[config.mk]
export PLATFORM = sky130hd
export DESIGN_NAME = ahb_cmd_master
export DESIGN_NICKNAME = d
export VERILOG_FILES = /design/src/rtl/ahb_pkg.sv /design/src/rtl/ahb_cmd_fifo.sv /design/src/rtl/ahb_cmd_master.sv
export SDC_FILE = /design/constraint.sdc
export NUM_CORES = 1
export LEC_CHECK = 0
export ABC_AREA = 1
export CORE_MARGIN = 4
export CORE_UTILIZATION = 35
export DETAILED_ROUTE_END_ITERATION = 8
export PLACE_DENSITY_LB_ADDON = 0.3
export SYNTH_ARGS = -nofsm -noshare
export SYNTH_HDL_FRONTEND = slang
export SYNTH_SLANG_ARGS = --single-unit
[constraint.sdc]
create_clock -name hclk -period 7.2 [get_ports hclk]
set_clock_uncertainty 0.05 [all_clocks]
set_input_delay 1.44 -clock hclk [delete_from_list [all_inputs] [get_ports hclk]]
set_output_delay 1.44 -clock hclk [all_outputs]
set_load 0.02 [all_outputs]
[src/rtl/ahb_pkg.sv]
// Shared AHB-Lite encodings, FSM state type and lane helpers for the command master.
package ahb_pkg;

    localparam int unsigned DATA_WIDTH = 32;

    localparam logic [1:0] HTRANS_IDLE   = 2'b00;
    localparam logic [1:0] HTRANS_NONSEQ = 2'b10;

    localparam logic [2:0] HSIZE_BYTE = 3'd0;
    localparam logic [2:0] HSIZE_HALF = 3'd1;
    localparam logic [2:0] HSIZE_WORD = 3'd2;

    localparam logic [1:0] HRESP_OKAY  = 2'b00;
    localparam logic [1:0] HRESP_ERROR = 2'b01;

    typedef enum logic [1:0] {
        ST_IDLE = 2'd0,
        ST_ADDR = 2'd1,
        ST_DATA = 2'd2,
        ST_RESP = 2'd3
    } state_t;

    // Size/alignment combinations the bus cannot carry as a single transfer.
    function automatic logic cmd_illegal(input logic [2:0] size, input logic [1:0] lane);
        case (size)
            HSIZE_BYTE: cmd_illegal = 1'b0;
            HSIZE_HALF: cmd_illegal = lane[0];
            HSIZE_WORD: cmd_illegal = (lane != 2'b00);
            default:    cmd_illegal = 1'b1;
        endcase
    endfunction

    function automatic logic [DATA_WIDTH-1:0] size_mask(input logic [2:0] size);
        case (size)
            HSIZE_BYTE: size_mask = DATA_WIDTH'(32'h0000_00FF);
            HSIZE_HALF: size_mask = DATA_WIDTH'(32'h0000_FFFF);
            default:    size_mask = '1;
        endcase
    endfunction

    // Right-justified data moved onto the byte lanes selected by the address.
    function automatic logic [DATA_WIDTH-1:0] place_wdata(input logic [DATA_WIDTH-1:0] data,
                                                          input logic [2:0]            size,
                                                          input logic [1:0]            lane);
        place_wdata = (data & size_mask(size)) << {lane, 3'b000};
    endfunction

    // Lane-placed bus data brought back to right-justified, zero-extended form.
    function automatic logic [DATA_WIDTH-1:0] extract_rdata(input logic [DATA_WIDTH-1:0] data,
                                                            input logic [2:0]            size,
                                                            input logic [1:0]            lane);
        extract_rdata = (data >> {lane, 3'b000}) & size_mask(size);
    endfunction

endpackage

[src/rtl/ahb_cmd_fifo.sv]
// Synchronous command FIFO; registered occupancy flags, wrap-bit pointers.
module ahb_cmd_fifo #(
    parameter int unsigned DEPTH = 2,
    parameter type payload_t = logic [31:0]
) (
    input  logic     hclk,
    input  logic     hresetn,
    input  logic     push,
    input  payload_t in_data,
    output logic     in_ready,
    input  logic     pop,
    output payload_t out_data,
    output logic     empty
);

    localparam int unsigned IW = $clog2(DEPTH);
    localparam int unsigned PW = IW + 1;

    payload_t        mem [DEPTH];
    logic [PW-1:0]   wptr_q, rptr_q;
    logic [PW-1:0]   wptr_d, rptr_d;
    logic            push_c, pop_c;
    logic            full_d, empty_d;

    assign push_c = push & in_ready;
    assign pop_c  = pop & ~empty;

    // Next-pointer and flag computation; in_ready is the registered complement of full.
    always_comb begin
        wptr_d  = wptr_q + PW'(push_c);
        rptr_d  = rptr_q + PW'(pop_c);
        full_d  = (wptr_d[IW] != rptr_d[IW]) && (wptr_d[IW-1:0] == rptr_d[IW-1:0]);
        empty_d = (wptr_d == rptr_d);
    end

    always_ff @(posedge hclk or negedge hresetn) begin
        if (!hresetn) begin
            wptr_q   <= '0;
            rptr_q   <= '0;
            empty    <= 1'b1;
            in_ready <= 1'b0;
        end else begin
            wptr_q   <= wptr_d;
            rptr_q   <= rptr_d;
            empty    <= empty_d;
            in_ready <= ~full_d;
        end
    end

    always_ff @(posedge hclk) begin
        if (push_c) begin
            mem[wptr_q[IW-1:0]] <= in_data;
        end
    end

    assign out_data = mem[rptr_q[IW-1:0]];

endmodule

[src/rtl/ahb_cmd_master.sv]
// Command-driven AHB-Lite master: one non-pipelined transfer per buffered command.
module ahb_cmd_master
    import ahb_pkg::*;
#(
    parameter int unsigned ADDR_WIDTH = 16,
    parameter int unsigned CMD_DEPTH  = 2
) (
    input  logic                  hclk,
    input  logic                  hresetn,
    input  logic                  cmd_valid,
    output logic                  cmd_ready,
    input  logic                  cmd_write,
    input  logic [2:0]            cmd_size,
    input  logic [ADDR_WIDTH-1:0] cmd_addr,
    input  logic [31:0]           cmd_wdata,
    output logic                  rsp_valid,
    input  logic                  rsp_ready,
    output logic [31:0]           rsp_rdata,
    output logic                  rsp_err,
    output logic                  hsel_o,
    output logic [1:0]            htrans_o,
    output logic [2:0]            hsize_o,
    output logic                  hwrite_o,
    output logic [ADDR_WIDTH-1:0] haddr_o,
    output logic [31:0]           hwdata_o,
    input  logic                  hready_i,
    input  logic [1:0]            hresp_i,
    input  logic [31:0]           hrdata_i
);

    typedef struct packed {
        logic                  write;
        logic [2:0]            size;
        logic [ADDR_WIDTH-1:0] addr;
        logic [DATA_WIDTH-1:0] wdata;
    } cmd_t;

    cmd_t cmd_in_c, head_c;
    logic fifo_empty_c;
    logic pop_c;
    logic bus_err_c;

    state_t                  state_q, state_d;
    logic [DATA_WIDTH-1:0]   wdata_q, wdata_d;
    logic                    hsel_d, hwrite_d, rsp_valid_d, rsp_err_d;
    logic [1:0]              htrans_d;
    logic [2:0]              hsize_d;
    logic [ADDR_WIDTH-1:0]   haddr_d;
    logic [DATA_WIDTH-1:0]   hwdata_d, rsp_rdata_d;

    assign cmd_in_c = '{write: cmd_write, size: cmd_size, addr: cmd_addr, wdata: cmd_wdata};

    ahb_cmd_fifo #(
        .DEPTH     (CMD_DEPTH),
        .payload_t (cmd_t)
    ) u_fifo (
        .hclk     (hclk),
        .hresetn  (hresetn),
        .push     (cmd_valid),
        .in_data  (cmd_in_c),
        .in_ready (cmd_ready),
        .pop      (pop_c),
        .out_data (head_c),
        .empty    (fifo_empty_c)
    );

    // Next state and next registered outputs; everything holds unless a transition moves it.
    always_comb begin
        state_d     = state_q;
        wdata_d     = wdata_q;
        hsel_d      = hsel_o;
        htrans_d    = htrans_o;
        hsize_d     = hsize_o;
        hwrite_d    = hwrite_o;
        haddr_d     = haddr_o;
        hwdata_d    = hwdata_o;
        rsp_valid_d = rsp_valid;
        rsp_rdata_d = rsp_rdata;
        rsp_err_d   = rsp_err;
        pop_c       = 1'b0;
        bus_err_c   = (hresp_i & HRESP_ERROR) != HRESP_OKAY;

        case (state_q)
            ST_IDLE: begin
                if (!fifo_empty_c) begin
                    pop_c = 1'b1;
                    if (cmd_illegal(head_c.size, head_c.addr[1:0])) begin
                        // Rejected locally: no bus cycle is issued.
                        state_d     = ST_RESP;
                        rsp_valid_d = 1'b1;
                        rsp_err_d   = 1'b1;
                        rsp_rdata_d = '0;
                    end else begin
                        state_d  = ST_ADDR;
                        hsel_d   = 1'b1;
                        htrans_d = HTRANS_NONSEQ;
                        hsize_d  = head_c.size;
                        hwrite_d = head_c.write;
                        haddr_d  = head_c.addr;
                        wdata_d  = head_c.wdata;
                    end
                end
            end
            ST_ADDR: begin
                if (hready_i) begin
                    state_d  = ST_DATA;
                    hsel_d   = 1'b0;
                    htrans_d = HTRANS_IDLE;
                    hwdata_d = place_wdata(wdata_q, hsize_o, haddr_o[1:0]);
                end
            end
            ST_DATA: begin
                if (hready_i) begin
                    state_d     = ST_RESP;
                    rsp_valid_d = 1'b1;
                    rsp_err_d   = bus_err_c;
                    rsp_rdata_d = (hwrite_o || bus_err_c) ? '0
                                : extract_rdata(hrdata_i, hsize_o, haddr_o[1:0]);
                end
            end
            ST_RESP: begin
                if (rsp_ready) begin
                    state_d     = ST_IDLE;
                    rsp_valid_d = 1'b0;
                end
            end
            default: state_d = ST_IDLE;
        endcase
    end

    always_ff @(posedge hclk or negedge hresetn) begin
        if (!hresetn) begin
            state_q   <= ST_IDLE;
            wdata_q   <= '0;
            hsel_o    <= 1'b0;
            htrans_o  <= HTRANS_IDLE;
            hsize_o   <= '0;
            hwrite_o  <= 1'b0;
            haddr_o   <= '0;
            hwdata_o  <= '0;
            rsp_valid <= 1'b0;
            rsp_rdata <= '0;
            rsp_err   <= 1'b0;
        end else begin
            state_q   <= state_d;
            wdata_q   <= wdata_d;
            hsel_o    <= hsel_d;
            htrans_o  <= htrans_d;
            hsize_o   <= hsize_d;
            hwrite_o  <= hwrite_d;
            haddr_o   <= haddr_d;
            hwdata_o  <= hwdata_d;
            rsp_valid <= rsp_valid_d;
            rsp_rdata <= rsp_rdata_d;
            rsp_err   <= rsp_err_d;
        end
    end

endmodule
### Word-level counts from Yosys, hierarchy flattened

Memory sizes are Yosys's and may differ from the RTL's.
Cells that the tools add are included.

* word-level logic and storage cells: 94
* memories: 1
* output and inout bits: 90
* input port bits: 91
* RAM bits: 104
* register bits after elaboration: 129

Memories
* u_fifo.mem: words 2, bits a word 52, rd ports 1, clocked after Yosys merged registers in 0, write ports 1, line ahb_cmd_fifo.sv:19 `payload_t mem [DEPTH];`

* muxes and demuxes: 37
* reductions and logical operators: 15
* equality and inequality tests: 15
* add/sub/neg operators: 2
* bitwise logic cells: 7
* shift operators: 2

Operators by type and width (number)
* 32-bit 2-to-1 mux: 7
* 32-bit one-hot mux with 2 select lines: 2
* 32-bit bitwise AND: 2
* 32-bit by 5-bit left shift with 32-bit output: 1
* 32-bit by 5-bit >> shifter with 32-bit output: 1
* 2-bit 2-to-1 mux: 8
* 1-bit 2-to-1 mux: 14
* 2-bit != test (second input constant): 6
* 4-bit AND reduction: 3
* 2-bit one-hot mux with 4 select lines: 1
* 3-bit by 1-bit == test with 1-bit output (second input constant): 2
* 3-bit zero test: 2
* 1-bit one-hot mux with 3 select lines: 2
* 2-bit nonzero test: 3
* 5-bit AND reduction: 1
* 2-bit by 1-bit adder with 2-bit output: 2
* 2-bit == test (second input constant): 2
* 1-bit one-hot mux with 2 select lines: 2
* 2-bit one-hot mux with 2 select lines: 1
* 3-bit by 2-bit == test with 1-bit output (second input constant): 1
* 1-bit inverter: 3
* 3-bit AND reduction: 1
* 3-bit nonzero test: 1
* 1-bit bitwise AND: 2
* other kinds (8): 8

### Depth between registers and ports, before layout

* depth after elaboration: 8
* depth in mapped cells: 12
* depth with buffers taken out: 10

### By module

From an unflattened synthesis, not the netlist that was laid out.

* cell total of the unflattened synthesis: 945
* area, all modules: 10204.8 um^2

By module, submodules not included
* ahb_cmd_master: area each 5898.2 um^2, sequential area each 3027.9 um^2, times used 1, cells an instance 746
* ahb_cmd_fifo: area each 4306.6 um^2, sequential area each 3274.4 um^2, times used 1, cells an instance 199

### Least setup slack after synthesis

OpenSTA, ideal clock, no wires.

* kind: input port to flip-flop
* start: input port cmd_valid
* end: register u_fifo.in_ready
* buffers on the path: 0
* cell stages on the path: 6
* path slack: 3.447 ns
* setup time: 0.127 ns
* data required time: 7.023 ns
* arrival: 3.576 ns
* cell sequence: nand2_1 -> inv_1 -> ha_1 -> xor2_1 -> xnor2_1 -> or2_2

* word-level cells in the longest chain between the ends: 5
* elaborated cells between the ends (all ways): 6
* those cells by class: add/sub: 1; eq/ne: 2; bitwise: 2; reduce/logical: 1

Ends and longest elaborated chain
* start: declaration: line ahb_cmd_master.sv:10 `input logic cmd_valid,`
* 1-bit bitwise AND: line ahb_cmd_fifo.sv:25 `assign push_c = push & in_ready;`
* 2-bit by 1-bit adder with 2-bit output: line ahb_cmd_fifo.sv:30 `wptr_d = wptr_q + PW'(push_c);`
* named net u_fifo.wptr_d[1]: line ahb_cmd_fifo.sv:21 `logic [PW-1:0] wptr_d, rptr_d;`
* 1-bit != test: line ahb_cmd_fifo.sv:32 `full_d = (wptr_d[IW] != rptr_d[IW]) && (wptr_d[IW-1:0] == rptr_d[IW-1:0]);`
* 1-bit logical AND: line ahb_cmd_fifo.sv:32
* 1-bit inverter: line ahb_cmd_fifo.sv:46 `in_ready <= ~full_d;`
* end signal: assignment: line ahb_cmd_fifo.sv:46
* end: declaration: line ahb_cmd_fifo.sv:10 `output logic in_ready,`

The timed path passes the listed nets, and every way through them passes these cells.
A chain may end at the register's enable or synchronous reset.

### Worst setup path after layout

* start: register haddr_o[1]
* end: output port haddr_o[1]

RTL lines
* start: declaration: line ahb_cmd_master.sv:24 `output logic [ADDR_WIDTH-1:0] haddr_o,`
* start signal: assignment: line ahb_cmd_master.sv:151 `haddr_o <= haddr_d;`

No word-level cell between the ends.

==> summary.md <==
| Metric | Value |
|---|---|
| Ports | ~180 |
| Synth Net Count | approximately 1000 |
| TritonCTS clock tree | built |
| Synth Instances | approximately 940 |
| Async S/R FF share, synth | between 50 and 60% |
| Final Cell Area | around 13000 um^2 |
| Final Hold Viols | 0 |
| Crit path max-delay family | buffers and inverters |
| Setup TNS | 0 ps |
| Top cell type's share of synthesized area | around 31% |
| Number of routed nets with antenna violations | 0 |
| Sequential fraction of the synthesis area | around 63% |
| CTS Root Cell | clkbuf_16 |
| Post-CTS resize count | 0 |
| Worst VDD drop | roughly 160 uV |
| Initial DRC count | between 600 and 700 |
| Site row count | between 60 and 70 |
| Reg2reg start | u_fifo.rptr_q[0]$_DFF_PN0_ |
| Via/cell ratio | between 4 and 5 |
| Leakage power | approximately 5.5 nW |
| Req. time, crit path | roughly 5700 ps |
| Slew @ Worst Pin | ~900 ps |
| Max-cap violations | 0 |
| Worst path max stage delay | approximately 660 ps |
| Detailed Place HPWL | between 15000 and 20000 um |
| Routed WL | around 25000 um |
| Gr usage total | 15.3% |
| Hold WC Path Type | flip-flop to flip-flop |
| First-pass GRT wire length | ~39000 um |
| Fin nets | approximately 1200 |
| Crit-path slowest cell | clkdlybuf4s50_1 |
| Largest net degree at the start of global routing | 74 |
| Vias in the first global route | slightly above 7000 |
| Crit path cell chain | buf_4 -> clkdlybuf4s50_1 |
| Dominant cell by count in the synthesized netlist | nand2_1 |
| Main flop type after synthesis | dfrtp_1 |
| RSZ-0062 raised after global routing | false |
| Data arrival, critical path | 2090 ps |
| Tmin final | around 3600 ps |
| Pwr dens | ~420 nW/um^2 |
| Syn Area/Cell | approximately 11 um^2 |
| Post-synth EDFFs | about 100 |
| Netlist cell types | 40 |
| Layout area overhead | 28.6% |
| Layout cells sized above 1 | just under 10% |
| Total gr overflow | 0 |
| Synth area leader | dfrtp_1 |
| Outcome | completed |
| Worst slew margin | between 40% and 50% |
| Worst Path Buf+Inv | 2 |
| Routed WL per cell | 16.4 um |
| CTS Hold Bufs | 0 |
| CP Class | flip-flop to primary output |
| CTS max path bufs | 3 |
| Die span in x | around 180 um |
| Placeable Area | 28100 um^2 |
| Initial antenna violation count | 4 |
| Skew-Pair Late Insertion Delay | around 520 ps |
| Finish-stage setup viols | 0 |
| Effective utilization at floorplan | 35.9% |
| Post-synthesis cell area | 10100 um^2 |
| Final Max Slew Viols | 0 |
| GP Congestion | roughly 0.83 |
| Clock-pin slew on the worst setup and hold paths | roughly 60 ps |
| Port bufs | 178 |
| # DRC | 0 |
| Layout Utilization | a little under half |
| Most frequent cells after synthesis | nand2_1, dfrtp_1, edfxtp_1 |
| Die Span Y | 178 um |
| Worst setup SP type | flip-flop |
| DRT Pass-1 Iters | 6 |
| Pwr Total | about 5.4 mW |
| Fmax achieved | between 200 and 300 MHz |
| Worst hold slack | 416 ps |
| Vias post-DR | between 7000 and 8000 |
| Post-CTS setup buffer count | 0 |
| CP max FO | 22 |
| Yosys warns | 0 |
| Total CTS buffers | 26 |
| Yosys reg bits | approximately 230 |
| H-tree depth | 1 |
| Critical hold path startpoint | rsp_rdata[29]$_DFFE_PN0P_ |
| DP Area | about 12000 um^2 |
| Area contributors post-synth | dfrtp_1, edfxtp_1, nand2_1, mux2i_1, o21ai_0 |
| Tcrit/Tclk final | about half |
| Critical Path Source | haddr_o[1]$_DFFE_PN0P_ |
| Die area | 31500 um^2 |
| Crit end category | primary output |
| Clock sink total | around 230 |
[through the flow]
stage	std cells	worst slack, ps
after floorplan	943	3450
after global placement	1453	3560
after detailed placement	1453	3540
after CTS	1501	3580
after global routing	1501	3470
final	1502	3620
[area by class of cell]
type	instances	area, um^2
inverter	65	249
sequential	231	6300
tap	378	473
antenna	1	2.50
timing repair buffer	190	1870
clock inverter	6	61.3
multi-input combinational	589	3200
fill	2679	15100
clock buffer	42	795
[where the power goes]
part / total [mW] / switching [mW] / internal [mW] / leakage, nW
clock: 1.30 / 0.509 / 0.791 / 0.415
sequential: 2.05 / 0.253 / 1.80 / 2.62
combinational: 2.06 / 1.28 / 0.785 / 2.50
total: 5.41 / 2.04 / 3.37 / 5.53
[cells in the final DEF, fill, tap and decap left out, drive strengths merged, types with 24 or more instances in the layout]
master and count:
inv 65, clkbuf 42, edfxtp 104, a21oi 24, clkdlybuf4s50 177, nand3 32
dfrtp 126, mux2i 47, nor2 39, nand4 37, nand2 245, o21ai 123
[per-layer routing]
| layer | global-route usage, % | up-vias | part of all wire, % |
|---|---|---|---|
| li1 | - | 3545 | - |
| met1 | 21.7 | 3421 | 45 |
| met2 | 23.6 | 256 | 44 |
| met3 | 4.11 | 44 | 8.9 |
| met4 | 3.90 | 6 | 2.3 |
| met5 | 0 | - | 0.11 |
[cell families after synthesis]
group / count (synthesis) / share of synthesized area, %
AO/OA/AOI/OAI: 163 / 9.38
other: 1 / 0.0372
AND/OR/NAND/NOR: 366 / 16.3
XOR/XNOR: 4 / 0.348
adder cells (fa/ha/maj): 8 / 0.994
buffers and inverters: 123 / 5.73
multiplexers: 47 / 4.67
flip-flops: 231 / 62.6
[final timing paths]
| path | to | slack [ps] | depth (start not counted) |
|---|---|---|---|
| max reg2reg | wdata_q[18]$_DFFE_PN0P_ | 3840 | 9 |
| min reg2reg | rsp_rdata[29]$_DFFE_PN0P_ | 420 | 2 |
| min in group asynchronous | hwdata_o[24]$_DFFE_PN0P_ | 820 | 1 |
| min | rsp_rdata[29]$_DFFE_PN0P_ | 420 | 2 |
| max in group asynchronous | haddr_o[6]$_DFFE_PN0P_ | 4960 | 2 |
| max | haddr_o[1] | 3620 | 2 |
[flip-flops by register name, indices dropped and copies added, names as in the netlist]
register and count:
haddr_o 16, hsel_o 1, hsize_o 3, hwdata_o 32, hwrite_o 1, rsp_err 1, rsp_rdata 32, rsp_valid 1
state_q 2, u_fifo.empty 1, u_fifo.in_ready 1, u_fifo.mem 104, u_fifo.rptr_q 2, u_fifo.wptr_q 2, wdata_q 32
[worst register-to-register path, delay by kind of cell (launching register included)]
| family | cells | cell delay (ps) |
|---|---|---|
| AOI/OAI and AO/OA | 1 | 80 |
| DFF | 1 | 670 |
| and+or+nand+nor | 6 | 1160 |
| buffers and inverters | 2 | 1260 |
Note: power is estimated with default switching activity, not from simulation.
